File: src/rtl/circle_controller_pkg.sv
// circle_controller_pkg: constants and state encoding shared by the circle
// controller, its screen sweep counter and the drawing datapath.
//   SCREEN_W_DEF / SCREEN_H_DEF / NUM_CIRCLES_DEF : default geometry
//   X_W / Y_W                                     : clear coordinate widths
//   COLOUR_*                                      : colours shared with the datapath
//   S_*                                           : FSM state encoding
package circle_controller_pkg;

    localparam int SCREEN_W_DEF    = 160;
    localparam int SCREEN_H_DEF    = 120;
    localparam int NUM_CIRCLES_DEF = 5;

    localparam int X_W = 8;
    localparam int Y_W = 7;

    localparam logic [2:0] COLOUR_BLACK = 3'b000;
    localparam logic [2:0] COLOUR_WHITE = 3'b111;

    typedef logic [3:0] state_t;

    localparam state_t S_IDLE        = 4'd0;
    localparam state_t S_CLEAR       = 4'd1;
    localparam state_t S_INIT_CIRCLE = 4'd2;
    localparam state_t S_INIT_VARS   = 4'd3;
    localparam state_t S_PLOT        = 4'd4;
    localparam state_t S_INC_Y       = 4'd5;
    localparam state_t S_UPD_CRIT    = 4'd6;
    localparam state_t S_UPD_X       = 4'd7;
    localparam state_t S_LOOP_CHK    = 4'd8;
    localparam state_t S_NEXT_CIRCLE = 4'd9;
    localparam state_t S_DONE        = 4'd10;

endpackage

File: src/rtl/circle_controller_screen_sweep.sv
// screen_sweep: raster counter that walks (x, y) over the whole screen,
// one pixel per enabled cycle, and returns to (0, 0) after the last pixel.
//   clock, resetb : clock and asynchronous active-low reset
//   enable_i      : advance one pixel this cycle
//   x_o, y_o      : current coordinate
//   last_o        : current coordinate is (W-1, H-1)
module screen_sweep
    import circle_controller_pkg::*;
#(
    parameter int W = SCREEN_W_DEF,
    parameter int H = SCREEN_H_DEF
) (
    input  logic           clock,
    input  logic           resetb,
    input  logic           enable_i,
    output logic [X_W-1:0] x_o,
    output logic [Y_W-1:0] y_o,
    output logic           last_o
);

    logic [X_W-1:0] x_q, x_d;
    logic [Y_W-1:0] y_q, y_d;
    logic           x_wrap;

    assign x_wrap = x_q == X_W'(W - 1);
    assign last_o = x_wrap && y_q == Y_W'(H - 1);
    assign x_o    = x_q;
    assign y_o    = y_q;

    always_comb begin
        x_d = enable_i ? (x_wrap ? '0 : x_q + 1'b1) : x_q;
        y_d = (enable_i && x_wrap) ? (last_o ? '0 : y_q + 1'b1) : y_q;
    end

    always_ff @(posedge clock or negedge resetb) begin
        if (!resetb) begin
            x_q <= '0;
            y_q <= '0;
        end else begin
            x_q <= x_d;
            y_q <= y_d;
        end
    end

endmodule

File: src/rtl/circle_controller.sv
// circle_controller: Moore FSM that clears the screen and then sequences the
// midpoint-circle datapath through NUM_CIRCLES circles, eight octant pixels
// per step.
//   clock, resetb                 : clock and asynchronous active-low reset
//   start_i                       : level request for a clear + draw run
//   crit_condition_i              : datapath crit <= 0
//   offset_condition_i            : datapath offsety <= offsetx
//   circle_num_i                  : datapath current circle index
//   init_circle_o, load_circle_o  : circle index controls
//   init_vars_o, load_crit_o,
//   load_offsetx_o, load_offsety_o: datapath register controls
//   pixel_o                       : octant select, 1..8 while plotting
//   plot_o                        : VGA write strobe
//   clear_sel_o, clear_x_o,
//   clear_y_o                     : screen-clear source select and coordinate
//   done_o                        : run complete
module circle_controller
    import circle_controller_pkg::*;
#(
    parameter int NUM_CIRCLES = NUM_CIRCLES_DEF,
    parameter int SCREEN_W    = SCREEN_W_DEF,
    parameter int SCREEN_H    = SCREEN_H_DEF
) (
    input  logic           clock,
    input  logic           resetb,
    input  logic           start_i,
    input  logic           crit_condition_i,
    input  logic           offset_condition_i,
    input  logic [2:0]     circle_num_i,
    output logic           init_circle_o,
    output logic           load_circle_o,
    output logic           init_vars_o,
    output logic           load_crit_o,
    output logic           load_offsetx_o,
    output logic           load_offsety_o,
    output logic [3:0]     pixel_o,
    output logic           plot_o,
    output logic           clear_sel_o,
    output logic [X_W-1:0] clear_x_o,
    output logic [Y_W-1:0] clear_y_o,
    output logic           done_o
);

    state_t     state_q, state_d;
    logic [3:0] pixel_q, pixel_d;
    logic       sweep_last;
    logic       last_circle;

    assign last_circle = circle_num_i == 3'(NUM_CIRCLES);

    screen_sweep #(.W(SCREEN_W), .H(SCREEN_H)) u_sweep (
        .clock    (clock),
        .resetb   (resetb),
        .enable_i (state_q == S_CLEAR),
        .x_o      (clear_x_o),
        .y_o      (clear_y_o),
        .last_o   (sweep_last)
    );

    always_comb begin
        state_d = state_q;
        case (state_q)
            S_IDLE:        state_d = start_i ? S_CLEAR : S_IDLE;
            S_CLEAR:       state_d = sweep_last ? S_INIT_CIRCLE : S_CLEAR;
            S_INIT_CIRCLE: state_d = S_INIT_VARS;
            S_INIT_VARS:   state_d = S_PLOT;
            S_PLOT:        state_d = (pixel_q == 4'd8) ? S_INC_Y : S_PLOT;
            S_INC_Y:       state_d = crit_condition_i ? S_UPD_CRIT : S_UPD_X;
            S_UPD_X:       state_d = S_UPD_CRIT;
            S_UPD_CRIT:    state_d = S_LOOP_CHK;
            S_LOOP_CHK:    state_d = offset_condition_i ? S_PLOT : S_NEXT_CIRCLE;
            S_NEXT_CIRCLE: state_d = last_circle ? S_DONE : S_INIT_VARS;
            S_DONE:        state_d = start_i ? S_DONE : S_IDLE;
            default:       state_d = S_IDLE;
        endcase
        // Octant counter restarts at 1 on every entry into PLOT and is 0 elsewhere.
        pixel_d = (state_d == S_PLOT) ? ((state_q == S_PLOT) ? pixel_q + 4'd1 : 4'd1) : 4'd0;
    end

    always_ff @(posedge clock or negedge resetb) begin
        if (!resetb) begin
            state_q <= S_IDLE;
            pixel_q <= '0;
        end else begin
            state_q <= state_d;
            pixel_q <= pixel_d;
        end
    end

    assign pixel_o        = pixel_q;
    assign plot_o         = state_q == S_CLEAR || state_q == S_PLOT;
    assign clear_sel_o    = state_q == S_CLEAR;
    assign init_circle_o  = state_q == S_INIT_CIRCLE;
    // circle_num is a datapath register, so this stays a function of registered state.
    assign load_circle_o  = state_q == S_INIT_CIRCLE || (state_q == S_NEXT_CIRCLE && !last_circle);
    assign init_vars_o    = state_q == S_INIT_VARS;
    assign load_crit_o    = state_q == S_INIT_VARS || state_q == S_UPD_CRIT;
    assign load_offsetx_o = state_q == S_INIT_VARS || state_q == S_UPD_X;
    assign load_offsety_o = state_q == S_INIT_VARS || state_q == S_INC_Y;
    assign done_o         = state_q == S_DONE;

endmodule

File: config.mk
export PLATFORM = sky130hd
export DESIGN_NAME = circle_controller
export DESIGN_NICKNAME = d
export VERILOG_FILES = /design/src/rtl/circle_controller_pkg.sv /design/src/rtl/circle_controller_screen_sweep.sv /design/src/rtl/circle_controller.sv
export SDC_FILE = /design/constraint.sdc
export NUM_CORES = 1
export LEC_CHECK = 0
export BUFFER_PORTS_ARGS = -buffer_cell sky130_fd_sc_hd__buf_2
export CAP_MARGIN = 5
export CORE_ASPECT_RATIO = 1.75
export CORE_MARGIN = 5
export CORE_UTILIZATION = 40
export DETAILED_ROUTE_END_ITERATION = 10
export PLACE_DENSITY_LB_ADDON = 0.15
export RECOVER_POWER = 100
export SLEW_MARGIN = 20
export SYNTH_ARGS = -nofsm -noshare
export SYNTH_HDL_FRONTEND = slang
export SYNTH_SLANG_ARGS = --single-unit
File: constraint.sdc
create_clock -name clock -period 2.36 [get_ports clock]
set_input_delay 0 -clock clock [delete_from_list [all_inputs] [get_ports clock]]
set_output_delay 0 -clock clock [all_outputs]
set_load 0.02 [all_outputs]
# After elaboration in Yosys (flattened, before gate mapping)
# Cells that the tools add are included.
# word_totals
inputBits	8
word_cells	44
ff_bits	23
out_inout_bits	28
# classes
n_reduce_logical	10
add_sub_neg	3
n_mux	12
n_eq_ne	15
# ops
op	count
$pmux 4 s11	1
$eq 4x3->1 const B	5
$mux 4	5
$eq 4x4->1 const B	4
$add 8x1->8 const B	1
$eq 4x2->1 const B	2
$eq 8x8->1 const B	1
$mux 8	1
$add 7x1->7 const B	1
$eq 7x7->1 const B	1
$mux 7	1
$logic_or 1x1->1	5
$add 4x1->4 const B	1
$eq 4x1->1 const B	1
$logic_not 4->1	1
$eq 3x3->1 const B	1
$logic_and 1x1->1	3
$mux 1	3
$mux 2	1
$logic_not 1->1	1

# Logic depth before layout (Yosys ltp)
# Gate-level depths: netlist (run 1).
# depth
word_depth	6
depth_mapped	6
depth_no_buf	6

# Cells and area by module
# A second synthesis (run 1) with hierarchy kept.
# unflattened
cells_unflattened	145
area_unflattened_um2	1418.9
# modules_own_cells
module	seq_area_each_um2	area_per_inst_um2	cells_each	n_inst
screen_sweep	375.4	799.5	77	1
circle_controller	200.2	619.3	68	1

# Least setup slack after synthesis (run 1)
# No wires, ideal clock.
# synth_path
path_type	reg-to-reg
start	register state_q[1]
end	register u_sweep.y_q[5] (netlist: u_sweep.y_o[5])
setup_ns	0.083
n_path_buf	2
path_stages_with_launch	7
synth_period_minus_slack_ns	2.034
slack_ns	0.326
arrival_time_ns	1.952
cell_sequence	dfrtp_1 > or4b_1 > buf_2 > or3_1 > clkbuf_2 > or3_1 > o21ai_0
# synth_between
elab_chain_cells	2
# synth_rtl
element	line	source
from (decl)	circle_controller.sv:44	state_t state_q, state_d;
from (signal assigned)	circle_controller.sv:85	state_q <= state_d;
$eq 4x1->1	circle_controller.sv:54	.enable_i (state_q == S_CLEAR),
$logic_and 1x1->1	circle_controller_screen_sweep.sv:32	y_d = (enable_i && x_wrap) ? (last_o ? '0 : y_q + 1'b1) : y_q;
to (signal assigned)	circle_controller_screen_sweep.sv:41	y_q <= y_d;
to (decl)	circle_controller_screen_sweep.sv:22	logic [Y_W-1:0] y_q, y_d;
# Every way passes these cells.
# A chain may end at the register's enable or synchronous reset.

# Final worst setup path (run 1)
# layout_path
start	register state_q[1]
end	register pixel_q[3] (netlist: pixel_o[3])
# layout_between
elab_chain_cells	4
elab_cells_between_ends	15
classes_between	eq/ne: 11; mux: 3; reduce/logical: 1
# layout_rtl
element	line	source
$eq 4x4->1, or another cell as far along	circle_controller.sv:62	case (state_q)
$pmux 4 s11	circle_controller.sv:62	
$eq 4x3->1	circle_controller.sv:77	pixel_d = (state_d == S_PLOT) ? ((state_q == S_PLOT) ? pixel_q + 4'd1 : 4'd1) : 4'd0;
$mux 4 (*)	circle_controller.sv:77	
via pixel_d[3]	circle_controller.sv:45	logic [3:0] pixel_q, pixel_d;
to (signal assigned)	circle_controller.sv:86	pixel_q <= pixel_d;
to (decl)	circle_controller.sv:45	
# Mark *: on every way through the listed nets, which the timed path passes. The rest lies on a longest branch.

==> run metrics, run 1 <==
Crit. End Element flop; Static Leak 0.705 nW; placed wire-length estimate after detailed placement 2.61 mm; largest fanout on the critical path 9; synthesized instance count 155; area delta synth->final 19.4%; top-count cell post-synth dfrtp_1; die width 53.9 um; initial antenna violation count 0; EDFF count, synth 0; slew margin rel. 18.1%; Hold EP state_q[2]$_DFF_PN0_; Seq/Total Area, Yosys 42.6%; CTS Root Cell clkbuf_8; port bufs 35; Reg2Reg Setup Slack 0.29 ns; Max VDD drop 0.499 mV; Final Hold Vio Count 0; global placer's final weighted congestion 0.774; vias in the first global route 1306; full die area 4690 sq um; hold path cells 3; pin count of the biggest net entering global routing 24; Final Max Slew Viols 0; final std cells w/o fill 240; Routed Antenna Nets 0; Reg2Reg Depth 6; final worst-path cycle share 87.7%; status complete, no violations; Post-synth ARST share 100%; vias per cell 5.33; Util after Layout 48.5%; CTS tree yes; ANT cells 0; first-pass GRT wire length 5.72 mm; Sinks on Clock Net 23; crit path time final 2.07 ns; Hold Startpoint offset_condition_i; syn_area_per_cell 8.72 sq um; MaxCap Viol Count 0; Worst-Margin Slew 1.23 ns; class of the most critical setup path reg2reg; fin area 1610 sq um; via count 1278; ys flop type dfrtp_1; dpl cells 235; gr ovfl total 0; CP startpoint kind flop; Starting Density 40.6%; CTS clock-pin slew for the worst setup and hold paths 0.08 ns; clk_lat worst skew 0.26 ns; post-CTS setup buffers 0; RSZ-0062 raised after global routing no; r2r endpoint pixel_o[3]$_DFF_PN0_; net count after synthesis 167; total routed wirelength 3.35 mm; top cell type's share of synthesized area 42.6%; power per cell area 988 nW/um^2; reg2reg start state_q[1]$_DFF_PN0_; die height 86.9 um; Max Buffers Root-to-Sink 2; Req. time, crit path 2.46 ns; Syn. warnings 0; nets@finish 208; 1st-iter DRT viols 19; worst min path class in2reg; FF+latch count, synth 23; top cells by count, synth 23 x dfrtp_1, 22 x nand2_1, 13 x o21ai_0; Rows 28; CTS buffer count 3; drt drc 0; routed len/inst 14.0 um; IO Pins 36; clock skew 0.00293 ns; All-Layer GR Usage 16.0%; CTS resizes 0; library cells used by synthesis 42; Pre-antenna DRT Iters 4; fraction of layout cells with a size suffix above 1 8.72%; post-layout power 1.59 mW; final setup violation count 0; setup TNS 0 ns; dominant cell type by area after synthesis dfrtp_1; Max Fclk 483 MHz; htree depth 1; mapped cell area 1350 sq um; Synth area leaders dfrtp_1 43%, nand2_1 6.1%, o21ai_0 4.8%; Post-DP Area 1600 sq um; crit path DAT 2.17 ns; Core Area 3330 sq um
-- where the power goes --
part	internal (mW)	switching (mW)
clock network	0.118	0.121
registers	0.467	0.0646
logic	0.285	0.537
-- worst max-delay path: stages (launching register included) --
cell	delay [ns]
dfrtp_1	0.40
or4b_1	0.53
clkbuf_1	0.24
inv_1	0.20
o21ai_0	0.13
o311ai_0	0.25
nor3_1	0.17
-- cell usage in the layout, fill, tap and decap left out, types with 2 or more instances in the layout --
master / count
clkbuf_1: 31
o21ai_0: 13
buf_2: 7
a21oi_1: 4
nand2_1: 22
nor2_1: 10
nand4_1: 2
or2_2: 2
nand3_1: 5
dfrtp_1: 23
ha_1: 4
and3_1: 3
or3_1: 3
xnor2_1: 7
xor2_1: 3
clkbuf_8: 3
nand2b_1: 5
inv_1: 7
buf_4: 3
a31oi_1: 3
nor3_1: 9
nor2b_1: 4
-- cell families (layout without fill, tap and decap cells) --
kind of cell	Yosys count	in the layout	share of synthesized area [%]
buf+inv	13	53	3.80
simple gates	76	76	29.8
compound gates	29	29	13.6
fa+ha+maj	4	4	3.70
flops	23	23	42.6
xor+xnor	10	10	6.48
-- routing by layer --
layer	vias to the layer above	wire [um]	share of wire [%]	GRT usage, %
met4	0	42	1.3	6.28
met3	4	117	3.5	2.23
met2	27	1820	54	28.8
li1	630	-	-	-
met1	617	1370	41	18.1
met5	-	0	0	0
-- registers in the layout, summed over array words and instances, names as in the netlist --
name	flops
u_sweep.y_o	7
pixel_o	4
state_q	4
u_sweep.x_o	8
-- stage by stage --
stage | worst slack [ns] | hold slack [ns]
2_1_floorplan | 0.326 | -0.296
3_3_place_gp | 0.383 | -0.00849
3_5_place_dp | 0.353 | 0.00330
4_1_cts | 0.327 | 0.0603
5_1_grt | 0.0883 | 0.0938
6_report | 0.289 | 0.0738
-- cell type report --
cell class                      count  area (sq um)
Clock inverter                      1          5.00
Inverter                            7          26.3
Tap cell                           45          56.3
Timing Repair Buffer               42           184
Clock buffer                        3          41.3
Fill cell                         361          1720
Multi-Input combinational cell    119           724
Sequential cell                    23           576
-- how the worst max path moves through the flow --
stage	from	to	slack, ns
after detailed placement	u_sweep.x_o[6]$_DFFE_PN0N_	u_sweep.y_o[5]$_DFFE_PN0P_	0.35
after global placement	u_sweep.x_o[6]$_DFFE_PN0N_	u_sweep.y_o[5]$_DFFE_PN0P_	0.38
final	state_q[1]$_DFF_PN0_	pixel_o[3]$_DFF_PN0_	0.29
after CTS	u_sweep.x_o[6]$_DFFE_PN0N_	u_sweep.y_o[5]$_DFFE_PN0P_	0.33
after floorplan	state_q[1]$_DFF_PN0_	u_sweep.y_o[5]$_DFFE_PN0P_	0.33
after global routing	state_q[1]$_DFF_PN0_	pixel_o[3]$_DFF_PN0_	0.09
-- timing repair --
action	4_1_cts	5_1_grt
hold endpoints to repair	23	0
hold buffers	1	0
setup endpoints to repair	0	0
Note: power is estimated with default switching activity, not from simulation.
==> inputs of run 2 (changes only) <==
--- a/config.mk
+++ b/config.mk
@@ -11,7 +11,7 @@
 export CORE_MARGIN = 5
 export CORE_UTILIZATION = 40
 export DETAILED_ROUTE_END_ITERATION = 10
-export PLACE_DENSITY_LB_ADDON = 0.15
+export PLACE_DENSITY = 0.73
 export RECOVER_POWER = 100
 export SLEW_MARGIN = 20
 export SYNTH_ARGS = -nofsm -noshare
==> run 2 against run 1 <==
Fmax rose by 1.8%. Sequential cell count did not move. Sequential share of layout area is 0.11 points higher. Die area stayed put. Clock power barely moved. First-iteration DRC count increased by 58%. Via count is 3.9% lower. Largest power group unchanged.
==> run metrics, run 2 (synthesis gave the netlist of run 1 again) <==
Worst-Margin Slew 1.23 ns; Hold Startpoint offset_condition_i; final worst-path cycle share 86.2%; vias in the first global route 1196; clk_lat worst skew 0.26 ns; Max Buffers Root-to-Sink 2; setup TNS 0 ns; final setup violation count 0; Req. time, crit path 2.50 ns; Sinks on Clock Net 23; footprint of the multi-input gates 719 sq um; Final WS setup 0.325 ns; via count 1228; max reg flops 8; total routed wirelength 3.20 mm; Place WS 0.343 ns; crit path DAT 2.18 ns; initial antenna violation count 0; Max Fclk 491 MHz; CTS Root Cell clkbuf_8; placed wire-length estimate after detailed placement 2.46 mm; MaxCap Viol Count 0; htree depth 1; Reg2Reg Setup Slack 0.33 ns; Max VDD drop 0.633 mV; ANT cells 0; r2r endpoint state_q[0]$_DFF_PN0_; first-pass GRT wire length 5.30 mm; total area of sequential cells 576 sq um; Rows 28; Final Hold Vio Count 0; Worst path max stage delay 0.56 ns; Final Max Slew Viols 0; Starting Density 40.6%; Routed Antenna Nets 0; status complete, no violations; pin count of the biggest net entering global routing 24; dpl cells 235; crit-path cells or4bb_1 -> o21ai_0 -> o311ai_0 -> or2_2; IO Pins 36; CTS clock-pin slew for the worst setup and hold paths 0.08 ns; hold path cells 3; largest fanout on the critical path 5; drt drc 0; Fillers 338; area delta synth->final 19.0%; CP max stage cell or4bb_1; clock skew 0.00581 ns; CTS buffer count 3; reg2reg start u_sweep.x_o[6]$_DFFE_PN0N_; CP delay by family, top simple AND/OR/NAND/NOR gates; vias per cell 5.12; All-Layer GR Usage 15.0%; Buf+Inv Stages, Crit Path 0; gr ovfl total 0; full die area 4690 sq um; most common cell after layout, fill and taps aside clkbuf_1; final std cells w/o fill 240; nets@finish 208; slew margin rel. 18.3%; die height 86.9 um; Static Leak 0.705 nW; Pre-antenna DRT Iters 4; Crit. End Element flop; port bufs 35; RSZ-0062 raised after global routing no; power per cell area 985 nW/um^2; fraction of layout cells with a size suffix above 1 8.21%; Reg2Reg Depth 4; Hold EP state_q[2]$_DFF_PN0_; crit path time final 2.03 ns; 1st-iter DRT viols 30; global placer's final weighted congestion 0.807; class of the most critical setup path reg2reg; routed len/inst 13.3 um; commonest non-fill, non-tap cells in the layout 31 x clkbuf_1, 23 x dfrtp_1, 22 x nand2_1; post-CTS setup buffers 0; Core Area 3330 sq um; CP startpoint kind flop; CTS tree yes; die width 53.9 um; worst min path class in2reg
[run 2: cell counts in the layout (fill, tap and decap cells not counted)]
No cell type changed its count.
[run 2: layout make-up]
type,instances,share of cell area (%)
Clock inverter,1,0.311
Tap cell,45,3.50
Inverter,7,1.63
Multi-Input combinational cell,119,44.7
Sequential cell,23,35.8
Clock buffer,3,2.57
Timing Repair Buffer,42,11.4
[run 2: how the worst max path moves through the flow]
stage / startpoint / to / slack, ns / depth (start not counted)
finish: u_sweep.x_o[6]$_DFFE_PN0N_ / state_q[0]$_DFF_PN0_ / 0.33 / 4
floorplan: state_q[1]$_DFF_PN0_ / u_sweep.y_o[5]$_DFFE_PN0P_ / 0.33 / 6
detailed placement: u_sweep.x_o[6]$_DFFE_PN0N_ / state_q[0]$_DFF_PN0_ / 0.34 / 4
global route: state_q[2]$_DFF_PN0_ / plot_o / 0.1 / 5
global placement: u_sweep.x_o[6]$_DFFE_PN0N_ / state_q[0]$_DFF_PN0_ / 0.38 / 4
CTS: u_sweep.x_o[6]$_DFFE_PN0N_ / state_q[0]$_DFF_PN0_ / 0.32 / 4
[run 2: per-layer routing]
| layer | global-route usage [%] | share of wire [%] |
|---|---|---|
| met5 | 0 | 0 |
| met4 | 6.28 | 1.2 |
| met3 | 1.20 | 5.2 |
| met2 | 25.9 | 51 |
| met1 | 18.4 | 42 |
[run 2: what timing repair did]
item                                    in CTS  in global routing
endpoints found under the setup margin       0                  0
hold buffers                                 1                  0
hold endpoints to repair                    23                  0
resized for setup                            0                  0
[run 2: metrics by stage]
step | area, sq um | utilization, % | hold slack [ns] | power, mW
2_1_floorplan | 1350 | - | -0.296 | 1.14
3_3_place_gp | 1600 | 48.2 | -0.00261 | 1.40
3_5_place_dp | 1600 | 48.2 | 0.00117 | 1.41
4_1_cts | 1660 | 49.8 | 0.0795 | 1.65
5_1_grt | 1610 | 48.3 | 0.113 | 1.73
6_report | 1610 | 48.3 | 0.100 | 1.58
[run 2: power by group]
part           internal (mW)  switching, mW  leakage, nW
sequential             0.467         0.0605        0.308
clock                  0.118          0.120       0.0255
combinational          0.285          0.534        0.371
total                  0.870          0.714        0.705
[run 2: worst reg2reg max path, delay by kind of cell, from the launching register on]
| family | cells | cell delay (ns) |
|---|---|---|
| simple gates | 2 | 0.95 |
| compound gates | 2 | 0.54 |
| flops | 1 | 0.42 |
==> inputs of run 3 (changes only) <==
--- a/config.mk
+++ b/config.mk
@@ -11,7 +11,7 @@
 export CORE_MARGIN = 5
 export CORE_UTILIZATION = 40
 export DETAILED_ROUTE_END_ITERATION = 10
-export PLACE_DENSITY = 0.73
+export PLACE_DENSITY = 0.61
 export RECOVER_POWER = 100
 export SLEW_MARGIN = 20
 export SYNTH_ARGS = -nofsm -noshare
==> run 3 against run 2 <==
Clock-buffer cell count did not move. Setup slack got worse by 0.092 ns. Fmax fell by 4.3%. Non-clock buffer count did not move.
==> run metrics, run 3 (synthesis gave the netlist of run 1 again) <==
commonest non-fill, non-tap cells in the layout 31 x clkbuf_1, 23 x dfrtp_1, 22 x nand2_1; CTS Root Cell clkbuf_8; Worst-Margin Slew 1.22 ns; status complete, no violations; Sinks on Clock Net 23; total area of sequential cells 576 sq um; CTS tree yes; Routed Antenna Nets 0; Post-DP Area 1600 sq um; Final Max Slew Viols 0; IO Pins 36; dpl cells 235; final std cells w/o fill 240; Static Leak 0.703 nW; setup TNS 0 ns; Crit. End Element flop; port bufs 35; Max Fclk 470 MHz; post-layout power 1.61 mW; total routed wirelength 3.37 mm; final setup violation count 0; class of the most critical setup path reg2reg; die width 53.9 um; Core Area 3330 sq um; global placer's final weighted congestion 0.832; CP startpoint kind flop; clk_lat worst skew 0.26 ns; placed wire-length estimate after detailed placement 2.55 mm; initial antenna violation count 0; CTS clock-pin slew for the worst setup and hold paths 0.08 ns; die height 86.9 um; clock skew 0.00203 ns; max reg flops 8; fraction of layout cells with a size suffix above 1 8.21%; drt drc 0; Util after Layout 48.3%; htree depth 1; MaxCap Viol Count 0; via count 1286; Pre-antenna DRT Iters 4; crit path time final 2.13 ns; vias per cell 5.36; fin area 1610 sq um; nets@finish 208; Rows 28; largest fanout on the critical path 10; Max Buffers Root-to-Sink 2; routed len/inst 14.0 um; CTS resizes 0; Req. time, crit path 2.51 ns; slew margin rel. 18.8%; CTS buffer count 3; Starting Density 40.6%; All-Layer GR Usage 16.0%; Max VDD drop 0.527 mV; footprint of the multi-input gates 719 sq um; 1st-iter DRT viols 34; worst min path class in2reg; Final Hold Vio Count 0; crit path DAT 2.28 ns; most common cell after layout, fill and taps aside clkbuf_1; vias in the first global route 1241; first-pass GRT wire length 5.67 mm; ANT cells 0; full die area 4690 sq um; Fillers 341; pin count of the biggest net entering global routing 24; gr ovfl total 0; area delta synth->final 19.0%; final worst-path cycle share 90.1%; RSZ-0062 raised after global routing no; power per cell area 1000 nW/um^2
==> run 3: cell counts in the layout (fill, tap and decap cells not counted) <==
No cell type changed its count.
==> run 3: metal layers <==
layer | track usage [%] | routed length (um) | share of wire, % | vias up
li1 | - | - | - | 626
met1 | 18.3 | 1350 | 40 | 618
met2 | 28.7 | 1790 | 53 | 38
met3 | 2.06 | 177 | 5.3 | 4
met4 | 6.28 | 42 | 1.2 | 0
met5 | 0 | 0 | 0 | -
==> run 3: path summary, 6_finish.rpt <==
path	start	end	slack, ns	cells after the start
max in group asynchronous	resetb	state_q[0]$_DFF_PN0_	1.13	2
hold reg to reg	u_sweep.y_o[1]$_DFFE_PN0P_	u_sweep.y_o[1]$_DFFE_PN0P_	0.52	2
min in group asynchronous	resetb	u_sweep.x_o[2]$_DFFE_PN0N_	0.51	2
setup reg to reg	state_q[1]$_DFF_PN0_	u_sweep.y_o[2]$_DFFE_PN0P_	0.23	6
hold / removal	offset_condition_i	state_q[2]$_DFF_PN0_	0.09	3
setup / recovery	state_q[1]$_DFF_PN0_	u_sweep.y_o[2]$_DFFE_PN0P_	0.23	6
==> run 3: power by group <==
group	total, mW	switching, mW	internal [mW]
combinational	0.842	0.548	0.294
sequential	0.531	0.0640	0.467
clock	0.242	0.124	0.118
==> run 3: what timing repair did <==
action	CTS	global route
hold buffers	1	0
hold endpoints to repair	23	0
setup buffers	0	0
==> run 3: worst max-delay path, cell delays in order (launching register included) <==
cell and delay (ns):
dfrtp_1 0.39, or4b_1 0.55, clkbuf_1 0.23, nor3_1 0.21
clkbuf_1 0.38, nand2_1 0.12, xnor2_1 0.14
==> run 3: stage by stage <==
stage,hold WS [ns],setup WS [ns]
final,0.0947,0.233
after global routing,0.111,0.0893
after CTS,0.0969,0.292
after detailed placement,0.00507,0.324
after global placement,-0.000751,0.376
after floorplan,-0.296,0.326
==> run 3: cell type report <==
class | count | share of cell area [%]
clock buffer | 3 | 2.57
multi-input combinational | 119 | 44.7
sequential | 23 | 35.8
timing repair buffer | 42 | 11.4
clock inverter | 1 | 0.311
inverter | 7 | 1.63
tap | 45 | 3.50
